File: src/rtl/lcb_rx_frame_pkg.sv
// Shared constants for the LCB serial receiver: FSM state encoding,
// default timing parameters, error counter ceiling and a parity helper.
package lcb_rx_pkg;

   localparam int BIT_CYCLES_DEF  = 32;
   localparam int FRAME_BYTES_DEF = 15;
   localparam int VALID_HOLD_DEF  = 4;
   localparam int GAP_TIMEOUT_DEF = 640;

   localparam logic [7:0] ERRCNT_MAX = 8'hFF;

   localparam logic [2:0] ST_IDLE      = 3'd0;
   localparam logic [2:0] ST_START     = 3'd1;
   localparam logic [2:0] ST_DATA      = 3'd2;
   localparam logic [2:0] ST_PARITY    = 3'd3;
   localparam logic [2:0] ST_STOP      = 3'd4;
   localparam logic [2:0] ST_WAIT_HIGH = 3'd5;

   typedef logic [7:0] lcb_byte_t;

   // Even parity: the parity bit that makes the total count of ones even.
   function automatic logic even_parity(input lcb_byte_t b);
      return ^b;
   endfunction

endpackage

File: src/rtl/lcb_rx_frame_sync.sv
// Two-flop synchroniser for the asynchronous serial line plus falling-edge
// detect. Flops reset to 1 so a released reset never looks like a start edge.
module lcb_rx_sync (
   input  logic clk_i,
   input  logic reset_i,
   input  logic rx_i,
   output logic rx_sync_o,
   output logic fall_o
);

   logic meta_q;
   logic sync_q;
   logic prev_q;

   // Synchronise the line and keep one cycle of history for edge detection.
   always_ff @(posedge clk_i or posedge reset_i) begin
      if (reset_i) begin
         meta_q <= 1'b1;
         sync_q <= 1'b1;
         prev_q <= 1'b1;
      end else begin
         meta_q <= rx_i;
         sync_q <= meta_q;
         prev_q <= sync_q;
      end
   end

   assign rx_sync_o = sync_q;
   assign fall_o    = prev_q & ~sync_q;

endmodule

File: src/rtl/lcb_rx_frame.sv
// LCB telemetry line receiver: deserialises 8N1 bytes (8E1 when
// LCB_RX_PARITY_EN is defined), tracks the position inside the LCB frame,
// and reports framing errors / inter-byte gap timeouts as frameErr+resync.
//
// state     | meaning
// ----------+-----------------------------------------------------------
// IDLE      | line idle, waiting for a start edge; gap timer runs here
// START     | waiting for mid start bit; high sample means a glitch
// DATA      | sampling 8 data bits, LSB first, one bit period apart
// PARITY    | sampling the even parity bit (LCB_RX_PARITY_EN only)
// STOP      | sampling the stop bit; 1 accepts the byte, 0 is an error
// WAIT_HIGH | after an error, hold off until the line returns high
module lcb_rx_frame
   import lcb_rx_pkg::*;
#(
   parameter int BIT_CYCLES  = BIT_CYCLES_DEF,
   parameter int FRAME_BYTES = FRAME_BYTES_DEF,
   parameter int VALID_HOLD  = VALID_HOLD_DEF,
   parameter int GAP_TIMEOUT = GAP_TIMEOUT_DEF
) (
   input  logic       clk_i,
   input  logic       reset_i,
   input  logic       rx_i,
   output logic [7:0] rawData_o,
   output logic       rxValid_o,
   output logic [3:0] byteIdx_o,
   output logic       frameDone_o,
   output logic       frameErr_o,
   output logic       resync_o,
   output logic [7:0] errCnt_o
);

   localparam int BCW = $clog2(BIT_CYCLES);
   localparam int HW  = $clog2(VALID_HOLD + 1);
   localparam int GW  = $clog2(GAP_TIMEOUT + 1);

   localparam logic [BCW-1:0] BIT_HALF = BCW'(BIT_CYCLES / 2);
   localparam logic [BCW-1:0] BIT_FULL = BCW'(BIT_CYCLES - 1);
   localparam logic [3:0]     POS_LAST = 4'(FRAME_BYTES - 1);

   logic rx_s;
   logic rx_fall;

   logic [2:0]     state_q,    state_d;
   logic [BCW-1:0] bit_cnt_q,  bit_cnt_d;
   logic [2:0]     data_cnt_q, data_cnt_d;
   lcb_byte_t      shift_q,    shift_d;
   lcb_byte_t      raw_q,      raw_d;
   logic           valid_q,    valid_d;
   logic [HW-1:0]  hold_q,     hold_d;
   logic [3:0]     idx_q,      idx_d;
   logic [3:0]     pos_q,      pos_d;
   logic           done_q,     done_d;
   logic           err_q,      err_d;
   logic [7:0]     errcnt_q,   errcnt_d;
   logic [GW-1:0]  gap_q,      gap_d;
   logic           gap_run_q,  gap_run_d;

   logic accept;
   logic fail;

   lcb_rx_sync u_sync (
      .clk_i     (clk_i),
      .reset_i   (reset_i),
      .rx_i      (rx_i),
      .rx_sync_o (rx_s),
      .fall_o    (rx_fall)
   );

   // Bit-level FSM, rxValid hold timer, gap timer and frame position.
   always_comb begin
      state_d    = state_q;
      bit_cnt_d  = bit_cnt_q;
      data_cnt_d = data_cnt_q;
      shift_d    = shift_q;
      raw_d      = raw_q;
      valid_d    = valid_q;
      hold_d     = hold_q;
      idx_d      = idx_q;
      pos_d      = pos_q;
      done_d     = 1'b0;
      err_d      = 1'b0;
      errcnt_d   = errcnt_q;
      gap_d      = gap_q;
      gap_run_d  = gap_run_q;
      accept     = 1'b0;
      fail       = 1'b0;

      // rxValid runs off its own timer so errors never cut it short.
      if (valid_q) begin
         if (hold_q == '0) begin
            valid_d = 1'b0;
         end else begin
            hold_d = hold_q - HW'(1);
         end
      end

      case (state_q)
         ST_IDLE: begin
            if (rx_fall) begin
               state_d   = ST_START;
               bit_cnt_d = BIT_HALF;
            end
         end
         ST_START: begin
            if (bit_cnt_q != '0) begin
               bit_cnt_d = bit_cnt_q - BCW'(1);
            end else if (!rx_s) begin
               state_d    = ST_DATA;
               bit_cnt_d  = BIT_FULL;
               data_cnt_d = 3'd7;
            end else begin
               state_d = ST_IDLE;
            end
         end
         ST_DATA: begin
            if (bit_cnt_q != '0) begin
               bit_cnt_d = bit_cnt_q - BCW'(1);
            end else begin
               shift_d   = {rx_s, shift_q[7:1]};
               bit_cnt_d = BIT_FULL;
               if (data_cnt_q == 3'd0) begin
`ifdef LCB_RX_PARITY_EN
                  state_d = ST_PARITY;
`else
                  state_d = ST_STOP;
`endif
               end else begin
                  data_cnt_d = data_cnt_q - 3'd1;
               end
            end
         end
`ifdef LCB_RX_PARITY_EN
         ST_PARITY: begin
            if (bit_cnt_q != '0) begin
               bit_cnt_d = bit_cnt_q - BCW'(1);
            end else if (rx_s == even_parity(shift_q)) begin
               state_d   = ST_STOP;
               bit_cnt_d = BIT_FULL;
            end else begin
               fail    = 1'b1;
               state_d = ST_WAIT_HIGH;
            end
         end
`endif
         ST_STOP: begin
            if (bit_cnt_q != '0) begin
               bit_cnt_d = bit_cnt_q - BCW'(1);
            end else if (rx_s) begin
               // Straight back to IDLE: a back-to-back start edge is only
               // half a bit away.
               accept  = 1'b1;
               state_d = ST_IDLE;
            end else begin
               fail    = 1'b1;
               state_d = ST_WAIT_HIGH;
            end
         end
         ST_WAIT_HIGH: begin
            if (rx_s) begin
               state_d = ST_IDLE;
            end
         end
         default: begin
            state_d = ST_IDLE;
         end
      endcase

      // Gap timer: armed by each accepted byte, counts only while idle,
      // and fires once.
      if (state_q == ST_IDLE && gap_run_q) begin
         if (gap_q <= GW'(1)) begin
            gap_run_d = 1'b0;
            gap_d     = '0;
            if (pos_q != 4'd0) begin
               fail = 1'b1;
            end
         end else begin
            gap_d = gap_q - GW'(1);
         end
      end

      if (accept) begin
         raw_d     = shift_q;
         valid_d   = 1'b1;
         hold_d    = HW'(VALID_HOLD - 1);
         idx_d     = pos_q;
         gap_d     = GW'(GAP_TIMEOUT);
         gap_run_d = 1'b1;
         if (pos_q == POS_LAST) begin
            done_d = 1'b1;
            pos_d  = 4'd0;
         end else begin
            pos_d = pos_q + 4'd1;
         end
      end

      if (fail) begin
         err_d = 1'b1;
         pos_d = 4'd0;
         idx_d = 4'd0;
         if (errcnt_q != ERRCNT_MAX) begin
            errcnt_d = errcnt_q + 8'd1;
         end
      end
   end

   // State and output registers; reset mid-byte drops everything silently.
   always_ff @(posedge clk_i or posedge reset_i) begin
      if (reset_i) begin
         state_q    <= ST_IDLE;
         bit_cnt_q  <= '0;
         data_cnt_q <= '0;
         shift_q    <= '0;
         raw_q      <= '0;
         valid_q    <= 1'b0;
         hold_q     <= '0;
         idx_q      <= '0;
         pos_q      <= '0;
         done_q     <= 1'b0;
         err_q      <= 1'b0;
         errcnt_q   <= '0;
         gap_q      <= '0;
         gap_run_q  <= 1'b0;
      end else begin
         state_q    <= state_d;
         bit_cnt_q  <= bit_cnt_d;
         data_cnt_q <= data_cnt_d;
         shift_q    <= shift_d;
         raw_q      <= raw_d;
         valid_q    <= valid_d;
         hold_q     <= hold_d;
         idx_q      <= idx_d;
         pos_q      <= pos_d;
         done_q     <= done_d;
         err_q      <= err_d;
         errcnt_q   <= errcnt_d;
         gap_q      <= gap_d;
         gap_run_q  <= gap_run_d;
      end
   end

   assign rawData_o   = raw_q;
   assign rxValid_o   = valid_q;
   assign byteIdx_o   = idx_q;
   assign frameDone_o = done_q;
   assign frameErr_o  = err_q;
   assign resync_o    = err_q;
   assign errCnt_o    = errcnt_q;

endmodule
File: config.mk
export PLATFORM = sky130hd
export DESIGN_NAME = lcb_rx_frame
export DESIGN_NICKNAME = d
export VERILOG_FILES = /design/src/rtl/lcb_rx_frame_pkg.sv /design/src/rtl/lcb_rx_frame_sync.sv /design/src/rtl/lcb_rx_frame.sv
export SDC_FILE = /design/constraint.sdc
export NUM_CORES = 1
export LEC_CHECK = 0
export CORE_UTILIZATION = 45
export DETAILED_ROUTE_END_ITERATION = 6
export GPL_TIMING_DRIVEN = 0
export SLEW_MARGIN = 20
export SYNTH_ARGS = -nofsm -noshare
export SYNTH_HDL_FRONTEND = slang
export SYNTH_HIERARCHICAL = 1
export SYNTH_SLANG_ARGS = --single-unit
File: constraint.sdc
create_clock -name clk_i -period 3.4 [get_ports clk_i]
set_input_delay 0.34 -clock clk_i [delete_from_list [all_inputs] [get_ports clk_i]]
set_output_delay 0.34 -clock clk_i [all_outputs]
set_load 0.02 [all_outputs]
==> impl_metrics.tcl, run 1 <==
set metrics [dict create \
    critPathMaxStageDelay_ns 0.69 \
    timing.fmax_mhz 364.2 \
    syn-num-nets 316 \
    reg2reg_slack_ns 0.65 \
    place_hpwl_um 4051 \
    crit_fanout 10 \
    cts_tree "done" \
    cp_cell_sequence "inv_1, ha_1, nor4b_2, nand3_1, clkbuf_1, mux2_2" \
    tns_ns 0 \
    worstSetupEndpoint "rawData_o[1]$_DFFE_PP0P_" \
    dieArea_um2 7315 \
    gp_congestion 0.7557 \
    cts_sinks 63 \
    cp-startpoint "bit_cnt_q[0]$_DFFE_PP0P_" \
    cts_root_buffer "clkbuf_8" \
    antenna_found_initial 0 \
    drive_above_1_share_pct 15.07 \
    numCtsBuffers 9 \
    holdWs_ns 0.3148 \
    r2r_end "rawData_o[1]$_DFFE_PP0P_" \
    layout_setup_ws_ns 0.6543 \
    synth_top_flop_cell "dfrtp_1" \
    grt_pass1_vias 2355 \
    ys_seq_area_share_pct 50.34 \
    syn_inst 302 \
    power_mw 2.173 \
    vias 2313 \
    post-route-period-util_pct 80.75 \
    setup_violations 0 \
    synth.distinct_cells 56 \
    overflow 0 \
    cts_hold_buf 0 \
    grt_pass1_wl_um 10510 \
    leakagePower_nw 1.708 \
    arrival_ns 2.97 \
    rows 30 \
    synth_seq_cells 63 \
    post_drt_wl_per_cell_um 13.64 \
    die_w_um 85.53 \
    synth_top_area_cell "dfrtp_1" \
    hp-class "in2async" \
    clk_pin_slew_ns 0.08 \
    min_period_ns 2.746 \
    cap_viol_max_count 0 \
    synth-edff-count 0 \
    ant_nets 0 \
    final_common_cell "dfrtp_1" \
    critPathBufInv 2 \
    peakVddDrop_uv 289.6 \
    firstDrtPassIters 4 \
    antennaDiodeCount 0 \
    drv_slew 0 \
    cp_slowest_cell "nor4b_2" \
    final_cell_mix "60 x dfrtp_1, 31 x nor2_1, 26 x clkdlybuf4s50_1" \
    grt_busiest_layer "met2" \
    gr-usage-met1_pct 24.10 \
    critical_path_class "reg2reg" \
    design_area_um2 3706 \
    skew_ns 0.009801 \
    grt_setup_unrepaired "false" \
    path_delay_family "simple AND/OR/NAND/NOR gates" \
    tightest_slew_ns 0.8209 \
    outcome "complete, no violations" \
    clock_path_buffers 2 \
    die_h_um 85.53 \
    cp_num_cells 6 \
    gr-usage-met3_pct 3.946 \
    end_kind "flop" \
    grt_use_met2_pct 29.16 \
    syn_to_final_growth_pct 18.05 \
    start_util_pct 46.46 \
    reg2regPathDepth 6 \
    drtIter0Drc 71 \
    cp.required_ns 3.62 \
    core_area_um2 6756 \
    post_cts_buffers 0 \
    cts_resized 0 \
    clk_latency_ns 0.34 \
    pre_cts_slack_ns 0.6383 \
    syn_avg_cell_area_um2 10.39 \
    grt_use_total_pct 18.22 \
    wl_um 5799 \
    synth.area.top_cells "dfrtp_1 48%, mux2_2 5.7%, ha_1 4.4%, nor2_1 3.7%, nand2_1 2.8%" \
    dpl_cell_area_um2 3522 \
    ys_async_sr_fraction_pct 100.0 \
    num_io_pins 27 \
    grt_max_degree 40 \
    drc 0 \
    reg2reg_from "bit_cnt_q[0]$_DFFE_PP0P_" \
    synth_warnings 6 \
    num-nets-final 354 \
    fin_cells 425 \
    htreeDepth 3 \
    dp.cells 409 \
    port_buffers 26 \
    critPathLaunchType "flop" \
    final_core_util_pct 54.85 \
    final_hold_viol_count 0 \
    yosys.area.top_type_share_pct 47.83 \
    synth_area_um2 3139 \
    avgViaCountPerCell 5.442 \
    power_density_nw_per_um2 586.4 \
    slew-limit-headroom_pct 45.13 \
]
## cells in the mapped netlist (4+ instances only)
cell / instances
or4_1: 4
nor3_1: 9
a211oi_1: 4
xor2_1: 5
nand3_1: 7
nor2_1: 31
ha_1: 11
inv_1: 19
clkbuf_1: 9
dfrtp_1: 60
nand2_1: 23
a31oi_1: 4
o21ai_0: 15
mux2_2: 16
xnor2_1: 5
o22ai_1: 4
nor4_1: 6
a21oi_1: 12
## kinds of logic after synthesis
family	after synthesis	share of synthesized area, %
compound gates	62	13.63
simple gates	107	18.45
mux	18	6.536
xor+xnor	10	2.790
flops	63	50.34
buf+inv	31	3.866
fa+ha+maj	11	4.384
## flip-flops by register name, summed over array words and instances, names as in the netlist
signal            count
byteIdx_o             4
hold_q                3
rawData_o             8
data_cnt_q            3
u_sync/meta_q         1
u_sync/prev_q         1
pos_q                 4
bit_cnt_q             5
frameDone_o           1
gap_q                10
errCnt_o              8
rxValid_o             1
frameErr_o            1
shift_q               8
state_q               3
gap_run_q             1
u_sync/rx_sync_o      1
## per-layer routing
metal	part of all wire (%)	routed length (µm)
met5	0	0
met2	46	2664
met3	3.5	201
met1	49	2824
met4	1.9	108
## worst register-to-register path, delay by kind of cell, from the launching register on
kind	cells	cell delay, ns
and+or+nand+nor	2	1.24
buffers and inverters	2	0.45
DFF	1	0.41
muxes	1	0.33
adders and majority gates	1	0.19
## area by class of cell
| type | instances | area (µm²) |
|---|---|---|
| clock buffers | 10 | 137.6 |
| well taps | 80 | 100.1 |
| inverters | 19 | 73.82 |
| plain buffers | 12 | 50.05 |
| fillers | 607 | 3050 |
| clock inverters | 6 | 46.29 |
| flip-flops and latches | 63 | 1580 |
| repair buffers | 27 | 280.3 |
| multi-input cells | 208 | 1438 |
## how the worst min path moves through the flow
stage | startpoint | endpoint | slack, ns
after floorplan | reset_i | u_sync/meta_q$_DFF_PP1_ | 0.27
after global placement | u_sync/meta_q$_DFF_PP1_ | u_sync/rx_sync_o$_DFF_PP1_ | 0.35
after detailed placement | u_sync/meta_q$_DFF_PP1_ | u_sync/rx_sync_o$_DFF_PP1_ | 0.35
after CTS | reset_i | data_cnt_q[2]$_DFFE_PP0P_ | 0.32
after global routing | reset_i | data_cnt_q[2]$_DFFE_PP0P_ | 0.35
final | reset_i | data_cnt_q[2]$_DFFE_PP0P_ | 0.31
## where the power goes
part | switching (mW) | internal (mW) | leakage, nW | total, mW
Combinational | 0.363 | 0.280 | 0.768 | 0.643
Clock | 0.310 | 0.286 | 0.0885 | 0.596
Sequential | 0.0882 | 0.846 | 0.852 | 0.934
Total | 0.761 | 1.41 | 1.71 | 2.17
(Power assumes the default switching activity.)
==> inputs of run 2 (changes only) <==
==> constraint.sdc (replaced) <==
create_clock -name clk_i -period 2.8 [get_ports clk_i]
set_input_delay 0.28 -clock clk_i [delete_from_list [all_inputs] [get_ports clk_i]]
set_output_delay 0.28 -clock clk_i [all_outputs]
set_load 0.02 [all_outputs]
==> impl_metrics.tcl, run 2 (synthesis gave the netlist of run 1 again) <==
set metrics [dict create \
    reg2reg_from "bit_cnt_q[0]$_DFFE_PP0P_" \
    power_density_nw_per_um2 713.7 \
    peakVddDrop_uv 351.9 \
    num_io_pins 27 \
    drtIter0Drc 57 \
    die_h_um 85.53 \
    reg2reg_slack_ns 0.17 \
    overflow 0 \
    nFillCells 605 \
    leakagePower_nw 1.717 \
    clock_path_buffers 2 \
    end_kind "flop" \
    hp-class "in2async" \
    post-route-period-util_pct 93.86 \
    htreeDepth 3 \
    firstDrtPassIters 4 \
    start_util_pct 46.46 \
    crit_fanout 9 \
    gp_congestion 0.7557 \
    top_register "gap_q" \
    final_common_cell "dfrtp_1" \
    cts_hold_buf 0 \
    antenna_found_initial 0 \
    slew-limit-headroom_pct 47.58 \
    drc 0 \
    skew_ns 0.009573 \
    arrival_ns 2.85 \
    final_cell_mix "60 x dfrtp_1, 31 x nor2_1, 26 x clkdlybuf4s50_1" \
    grt_max_degree 40 \
    cap_viol_max_count 0 \
    syn_to_final_growth_pct 18.49 \
    vias 2310 \
    clk_pin_slew_ns 0.08 \
    cp.required_ns 3.03 \
    min_period_ns 2.628 \
    critical_path_class "reg2reg" \
    core_area_um2 6756 \
    drv_slew 0 \
    largest_reg_flops 10 \
    fin_cells 425 \
    outcome "complete, no violations" \
    tightest_slew_ns 0.7827 \
    die_w_um 85.53 \
    clk_latency_ns 0.34 \
    antennaDiodeCount 0 \
    drive_above_1_share_pct 15.36 \
    place_hpwl_um 4051 \
    post_drt_wl_per_cell_um 13.70 \
    grt_setup_unrepaired "false" \
    num-nets-final 354 \
    grt_pass1_wl_um 10510 \
    setup_violations 0 \
    pre_cts_slack_ns 0.03834 \
    ant_nets 0 \
    cts_sinks 63 \
    reg2regPathDepth 6 \
    r2r_end "shift_q[1]$_DFFE_PP0P_" \
    wl_um 5822 \
    rows 30 \
    layout_setup_ws_ns 0.1718 \
    timing.fmax_mhz 380.5 \
    avgViaCountPerCell 5.435 \
    critPathMaxStageDelay_ns 0.61 \
    cp_cell_sequence "inv_1, ha_1, or4b_2, clkbuf_1, nor3_2, mux2_2" \
    grt_pass1_vias 2355 \
    cp_slowest_cell "nor3_2" \
    final_hold_viol_count 0 \
    cts_root_buffer "clkbuf_8" \
    grt_use_total_pct 18.22 \
    port_buffers 26 \
    cts_tree "done" \
    critPathLaunchType "flop" \
    dieArea_um2 7315 \
    numCtsBuffers 9 \
    dp.cells 409 \
]
-- run 2: per-stage QoR --
step	area, µm²	hold slack, ns	power [mW]	utilization (%)	TNS (ns)
after global placement	3500	0.3457	1.908	51.80	-8.106
after CTS	3706	0.2576	2.673	54.85	0
after detailed placement	3522	0.3492	1.939	52.13	0
after floorplan	3139	0.2133	1.768	-	0
after global routing	3720	0.2880	2.838	55.06	0
final	3720	0.2542	2.655	55.06	0
-- run 2: critical path: cells and delay by family, from the launching register on --
kind | cells | cell delay, ns
flip-flops | 1 | 0.41
adder cells (fa/ha/maj) | 1 | 0.20
AND/OR/NAND/NOR | 2 | 1.21
multiplexers | 1 | 0.41
buffers and inverters | 2 | 0.28
-- run 2: cell type report --
type	instances	area, µm²	share of cell area [%]
Sequential cell	63	1580	42.48
Clock inverter	6	46.29	1.245
Inverter	19	73.82	1.985
Multi-Input combinational cell	208	1451	39.02
Timing Repair Buffer	27	280.3	7.534
Buffer	12	50.05	1.345
Clock buffer	10	137.6	3.700
Tap cell	80	100.1	2.691
-- run 2: timing repair --
| action | in CTS | in global routing |
|---|---|---|
| endpoints found under the setup margin | 0 | 11 |
| buffers inserted | 0 | 0 |
| gates resized for setup | 0 | 2 |
| hold endpoints to repair | 0 | 0 |
-- run 2: metal layers --
| metal | track usage [%] | share of wire, % | wire length [µm] | up-vias |
|---|---|---|---|---|
| met4 | 7.727 | 1.9 | 112 | 0 |
| met1 | 24.10 | 48 | 2813 | 1103 |
| met3 | 3.946 | 3.7 | 216 | 11 |
| met2 | 29.16 | 46 | 2680 | 38 |
| li1 | - | - | - | 1158 |
| met5 | 0 | 0 | 0 | - |
-- run 2: power breakdown --
group	internal [mW]	total [mW]	switching, mW	leakage (nW)
clock network	0.347	0.724	0.377	0.0885
registers	1.03	1.14	0.114	0.852
logic	0.346	0.789	0.443	0.776
-- run 2: how the worst max path moves through the flow --
stage	from	end	slack [ns]	cells past startpoint
after floorplan	gap_q[4]$_DFFE_PP0P_	errCnt_o[1]$_DFFE_PP0P_	0.37	6
after global placement	reset_i	errCnt_o[3]$_DFFE_PP0P_	-0.14	2
after detailed placement	bit_cnt_q[0]$_DFFE_PP0P_	rawData_o[0]$_DFFE_PP0P_	0.04	6
after CTS	bit_cnt_q[0]$_DFFE_PP0P_	rawData_o[1]$_DFFE_PP0P_	0.02	6
after global routing	bit_cnt_q[0]$_DFFE_PP0P_	shift_q[0]$_DFFE_PP0P_	0.05	6
final	bit_cnt_q[0]$_DFFE_PP0P_	shift_q[1]$_DFFE_PP0P_	0.17	6
==> patch 1, RTL diff (flow settings as in run 2) <==
Change the package constant `GAP_TIMEOUT_DEF` from 640 to 320.
--- a/src/rtl/lcb_rx_frame_pkg.sv
+++ b/src/rtl/lcb_rx_frame_pkg.sv
@@ -5,7 +5,7 @@
    localparam int BIT_CYCLES_DEF  = 32;
    localparam int FRAME_BYTES_DEF = 15;
    localparam int VALID_HOLD_DEF  = 4;
-   localparam int GAP_TIMEOUT_DEF = 640;
+   localparam int GAP_TIMEOUT_DEF = 320;
 
    localparam logic [7:0] ERRCNT_MAX = 8'hFF;
 
Function: no difference found for any inputs over 10 cycles, from zero or initial values and one cycle with reset_i high; that may be too few to reach the edited logic, so the function may still have changed.
==> patch 1 against run 2 <==
Wire length rose by 3.8%; hold slack got worse by 45 ps; count of clock-buffer cells in the layout rose by 3; clock power rose by 11%; utilization rose by 1.9 points; total power rose by 2.9%; sequential cell count fell by 1; final area fell by 0.61%; worst setup slack improved by 48 ps; area after synthesis fell by 1.3%; first-iteration DRC count rose by 84%; global-route usage rose by 1.0 points; critical endpoint is now errCnt_o[1]; highest routed layer unchanged.
==> patch 1: results (changes against run 2) <==
** Final layout
- The flip-flop count of the largest register, all copies and words added is 9 (was 10).
- The fraction of layout instances using a drive strength above 1 was 13.13% (was 15.36%).
- Final net count :: 344 (was 354)

** Global route
- Total routing usage reported by global routing :: 19.26% (was 18.22%)
- Via count of the first global-routing pass :: 2,307 (was 2,355)
- Largest net degree at the start of global routing :: 51 (was 40)

** Placement
- The last weighted congestion value of the routability-driven placer came to 0.8094 (was 0.7557).
- Post-placement setup slack :: 158.6 ps (was 38.34 ps)

** Synthesis
- Top area cells in the synthesized netlist :: sky130_fd_sc_hd__dfrtp_1 48%, sky130_fd_sc_hd__ha_1 4.4%, sky130_fd_sc_hd__nand2_1 4.4% (was sky130_fd_sc_hd__dfrtp_1 48%, sky130_fd_sc_hd__mux2_2 5.7%, sky130_fd_sc_hd__ha_1 4.4%)
- Post-synthesis net count :: 306 (was 316)
- Commonest cells in the netlist: 59 x sky130_fd_sc_hd__dfrtp_1, 36 x sky130_fd_sc_hd__nand2_1, 19 x sky130_fd_sc_hd__nor2_1, 17 x sky130_fd_sc_hd__inv_1 (was 60 x sky130_fd_sc_hd__dfrtp_1, 31 x sky130_fd_sc_hd__nor2_1, 23 x sky130_fd_sc_hd__nand2_1, 19 x sky130_fd_sc_hd__inv_1, 16 x sky130_fd_sc_hd__mux2_2).
- The distinct cell type count of the synthesized netlist came to 54 (was 56).
- The sequential fraction of the synthesis area came to 50.18% (was 50.34%).

** Pwr
- The switching power is 908.9 µW (was 933.5 µW).
- Leakage power total :: 1.737 nW (was 1.717 nW)
- The maximum vdd ir drop came to 0.3591 mV (was 0.3519 mV).
- The part of the power in the clock network is 29.4% (was 27.3%).

** Status
- Run status :: finished, final reports clean (unchanged)

** Critical path
- Standard cell with the maximum stage delay on the critical path :: sky130_fd_sc_hd__or4b_1 (was sky130_fd_sc_hd__nor3_2)
- The maximum net fanout on the critical path came to 8 (was 9).
- The termination of the worst setup path is errCnt_o[1] (was shift_q[1]).
- The setup slack of the worst register-to-register path is 220 ps (was 170 ps).
- Worst EP arrival :: 2800 ps (was 2850 ps)

** Route
- DRC marker count from the first detailed-route iteration :: 105 (was 57)

** Timing
- The highest achievable clock rate came to 0.3875 GHz (was 0.3805 GHz).
- The setup clock skew after layout is 7.538 ps (was 9.573 ps).
==> patch 1: cell count changes in the layout (fill, tap and decap cells not counted), moves of 5 or more <==
| cell | delta |
|---|---|
| sky130_fd_sc_hd__nand2_1 | +13 |
| sky130_fd_sc_hd__nor2_1 | -12 |
| sky130_fd_sc_hd__mux2_2 | -8 |
| sky130_fd_sc_hd__o21ai_0 | -8 |
| sky130_fd_sc_hd__xor2_1 | +7 |
| sky130_fd_sc_hd__a2111oi_2 | +6 |
| sky130_fd_sc_hd__a21oi_1 | -5 |
| sky130_fd_sc_hd__a22o_1 | +5 |
==> patch 1: cell families (layout without fill, tap and decap cells) <==
| group | after synthesis | count (layout) | share of synthesized area, % |
|---|---|---|---|
| adder cells (fa/ha/maj) | 11 | 11 | 4.441 |
| multiplexers | 12 | 12 | 4.360 |
| XOR/XNOR | 14 | 14 | 3.956 |
| flip-flops | 62 | 62 | 50.18 |
| buffers and inverters | 32 | 75 | 4.158 |
| AND/OR/NAND/NOR | 108 | 108 | 18.89 |
| AO/OA/AOI/OAI | 53 | 53 | 14.01 |
==> patch 1: how the worst min path moves through the flow <==
stage	from	to	slack (ps)	depth (start not counted)
6_report	reset_i	data_cnt_q[0]	210	2
5_1_grt	reset_i	data_cnt_q[1]	220	2
4_1_cts	reset_i	data_cnt_q[0]	210	2
3_5_place_dp	u_sync/meta_q	u_sync/rx_sync_o	350	0
3_3_place_gp	u_sync/meta_q	u_sync/rx_sync_o	350	0
2_1_floorplan	reset_i	u_sync/meta_q	210	1
==> patch 1: stage by stage <==
stage,utilization [%],TNS (ps),std cells
after floorplan,-,0,292
after global placement,53.21,-8143,395
after detailed placement,53.67,0,396
after CTS,56.77,0,412
after global routing,56.93,0,412
final,56.93,0,412
==> patch 1: worst reg2reg max path, cell delays in order, from the launching register on <==
cell and delay [ps]:
sky130_fd_sc_hd__dfrtp_1 400, sky130_fd_sc_hd__inv_1 70, sky130_fd_sc_hd__ha_1 200, sky130_fd_sc_hd__or4b_1 450, sky130_fd_sc_hd__buf_2 180, sky130_fd_sc_hd__or3_1 310
sky130_fd_sc_hd__buf_4 180, sky130_fd_sc_hd__a211oi_2 330, sky130_fd_sc_hd__mux2_1 350
==> patch 1: layer usage <==
| metal | GRT usage [%] | up-vias | wire, µm |
|---|---|---|---|
| met2 | 29.62 | 35 | 2642 |
| li1 | - | 1115 | - |
| met3 | 6.031 | 11 | 221 |
| met4 | 6.780 | 0 | 125 |
| met5 | 0 | - | 0 |
| met1 | 25.79 | 1084 | 3052 |
==> patch 1: final cells by class <==
cell class	instances	area [µm²]
fill	593	2798
sequential	62	1555
multi-input combinational	198	1424
timing repair buffer	27	287.8
clock buffer	13	158.9
tap	77	96.34
buffer	15	66.31
inverter	17	66.31
clock inverter	3	42.54
==> patch 2, RTL diff (flow settings as in run 2) <==
Made on the original files. Register the output `resync_o` once more, without a reset; this adds one clock of latency there. The other outputs are not delayed to match.
--- a/src/rtl/lcb_rx_frame.sv
+++ b/src/rtl/lcb_rx_frame.sv
@@ -245,7 +245,9 @@
    assign byteIdx_o   = idx_q;
    assign frameDone_o = done_q;
    assign frameErr_o  = err_q;
-   assign resync_o    = err_q;
+   always_ff @(posedge clk_i) begin
+      resync_o <= err_q;
+   end
    assign errCnt_o    = errcnt_q;
 
 endmodule
Function: same outputs for any inputs over 10 cycles, from zero or initial values and one cycle with reset_i high; that may be too few to reach the edited logic, so the function may still have changed.
==> patch 2 against run 2 <==
Combinational power increased by 0.9%; wire length grew 3.1%; total power up 10%; final area is 2.6% higher; worst setup slack better by 21 ps; sequential cell count grew 1; area after synthesis rose by 0.40%; cell count grew 3.8%; maximum frequency grew 0.80%; critical path type unchanged; critical endpoint is now shift_q[5]; largest power group unchanged.
==> patch 2: results (changes against run 2) <==
** Placement
- The count of placed standard cells including taps is 425 (was 409).
- HPWL after DPL :: 4009 µm (was 4051 µm)
- The last weighted congestion value of the routability-driven placer was 0.7548 (was 0.7557).
- Post-placement setup slack :: 121.0 ps (was 38.34 ps)
- Instance area after placement :: 3562 µm² (was 3522 µm²)

** Synthesis
- The xor and xnor fraction of the mapped netlist area is 2.779% (was 2.790%).
- The sequential fraction of the synthesis area is 50.77% (was 50.34%).
- Top area cells in the synthesized netlist: sky130_fd_sc_hd__dfrtp_1 48%, sky130_fd_sc_hd__mux2_2 5.7%, sky130_fd_sc_hd__ha_1 4.4% (unchanged).
- Proportion of synthesized area in mux cells :: 6.511% (was 6.536%)
- Fraction of the mapped netlist area in adder cells :: 4.367% (was 4.384%)

** Critical path
- Worst R2R Setup Slack :: 190 ps (was 170 ps)
- Reg-to-Reg End :: shift_q[5] (was shift_q[1])
- Length in cells of the worst reg-to-reg path :: 6 (unchanged)

** Route
- DRC marker count from the first detailed-route iteration :: 94 (was 57)
- Ratio of routed vias to standard cells :: 5.193 (was 5.435)

** Timing
- Slew at the pin closest to its max-slew limit :: 785.1 ps (was 782.7 ps)
- The setup clock skew after layout is 6.988 ps (was 9.573 ps).
- Peak Freq :: 0.3835 GHz (was 0.3805 GHz)
- The post-route worst hold slack is 197.9 ps (was 254.2 ps).

** Final layout
- The fraction of layout instances using a drive strength above 1 was 14.78% (was 15.36%).
- Post-layout instance count excluding filler cells :: 441 (was 425)

** Pwr
- Leakage power total :: 1.750 nW (was 1.717 nW)
- The maximum vdd ir drop came to 0.4507 mV (was 0.3519 mV).
- Switching Fraction :: 32.34% (was 35.16%)

** Global route
- The maximum number of pins on one net before global-route repair came to 54 (was 40).
- The overall routing resource usage is 18.59% (was 18.22%).

** Status
- Run status :: finished, final reports clean (unchanged)
patch 2: cell types whose count changed after synthesis:
cell	before	now
sky130_fd_sc_hd__dfxtp_1	0	1
sky130_fd_sc_hd__buf_4	1	0
patch 2: worst max-delay path by stage:
stage,end
floorplan,errCnt_o[1]
global placement,errCnt_o[5]
detailed placement,rawData_o[0]
CTS,rawData_o[1]
global route,gap_q[4]
finish,shift_q[5]
patch 2: cell families (layout without fill, tap and decap cells):
family | after synthesis | count (layout)
buffers and inverters | 30 | 73
and+or+nand+nor | 107 | 107
adders and majority gates | 11 | 11
DFF | 64 | 64
AOI/OAI and AO/OA | 62 | 62
xor gates and xnor gates | 10 | 10
muxes | 18 | 18
patch 2: power by group through the flow:
| stage | clock network (mW) | logic (mW) | registers, mW |
|---|---|---|---|
| floorplan | 0 | 0.642 | 1.14 |
| global placement | 0 | 0.763 | 1.16 |
| detailed placement | 0 | 0.793 | 1.17 |
| CTS | 0.996 | 0.793 | 1.15 |
| global route | 1.03 | 0.916 | 1.17 |
| finish | 0.978 | 0.796 | 1.16 |
patch 2: per-layer routing:
metal  wire length [µm]  GRT usage [%]  up-vias
li1                   -              -     1153
met1               3016          25.28     1093
met2               2670          28.51       35
met3                194          4.331        9
met4                118          8.182        0
met5                  0              0        -
patch 2: timing repair:
| item | in CTS | in global routing |
|---|---|---|
| endpoints found under the hold margin | 0 | 0 |
| endpoints found under the setup margin | 0 | 10 |
| resized for setup | 0 | 1 |
patch 2: area by class of cell:
class | instances | share of cell area [%]
inverters | 19 | 1.935
clock buffers | 9 | 3.247
plain buffers | 11 | 1.115
flip-flops and latches | 64 | 41.95
repair buffers | 27 | 7.543
clock inverters | 7 | 3.149
well taps | 96 | 3.149
multi-input cells | 208 | 37.91
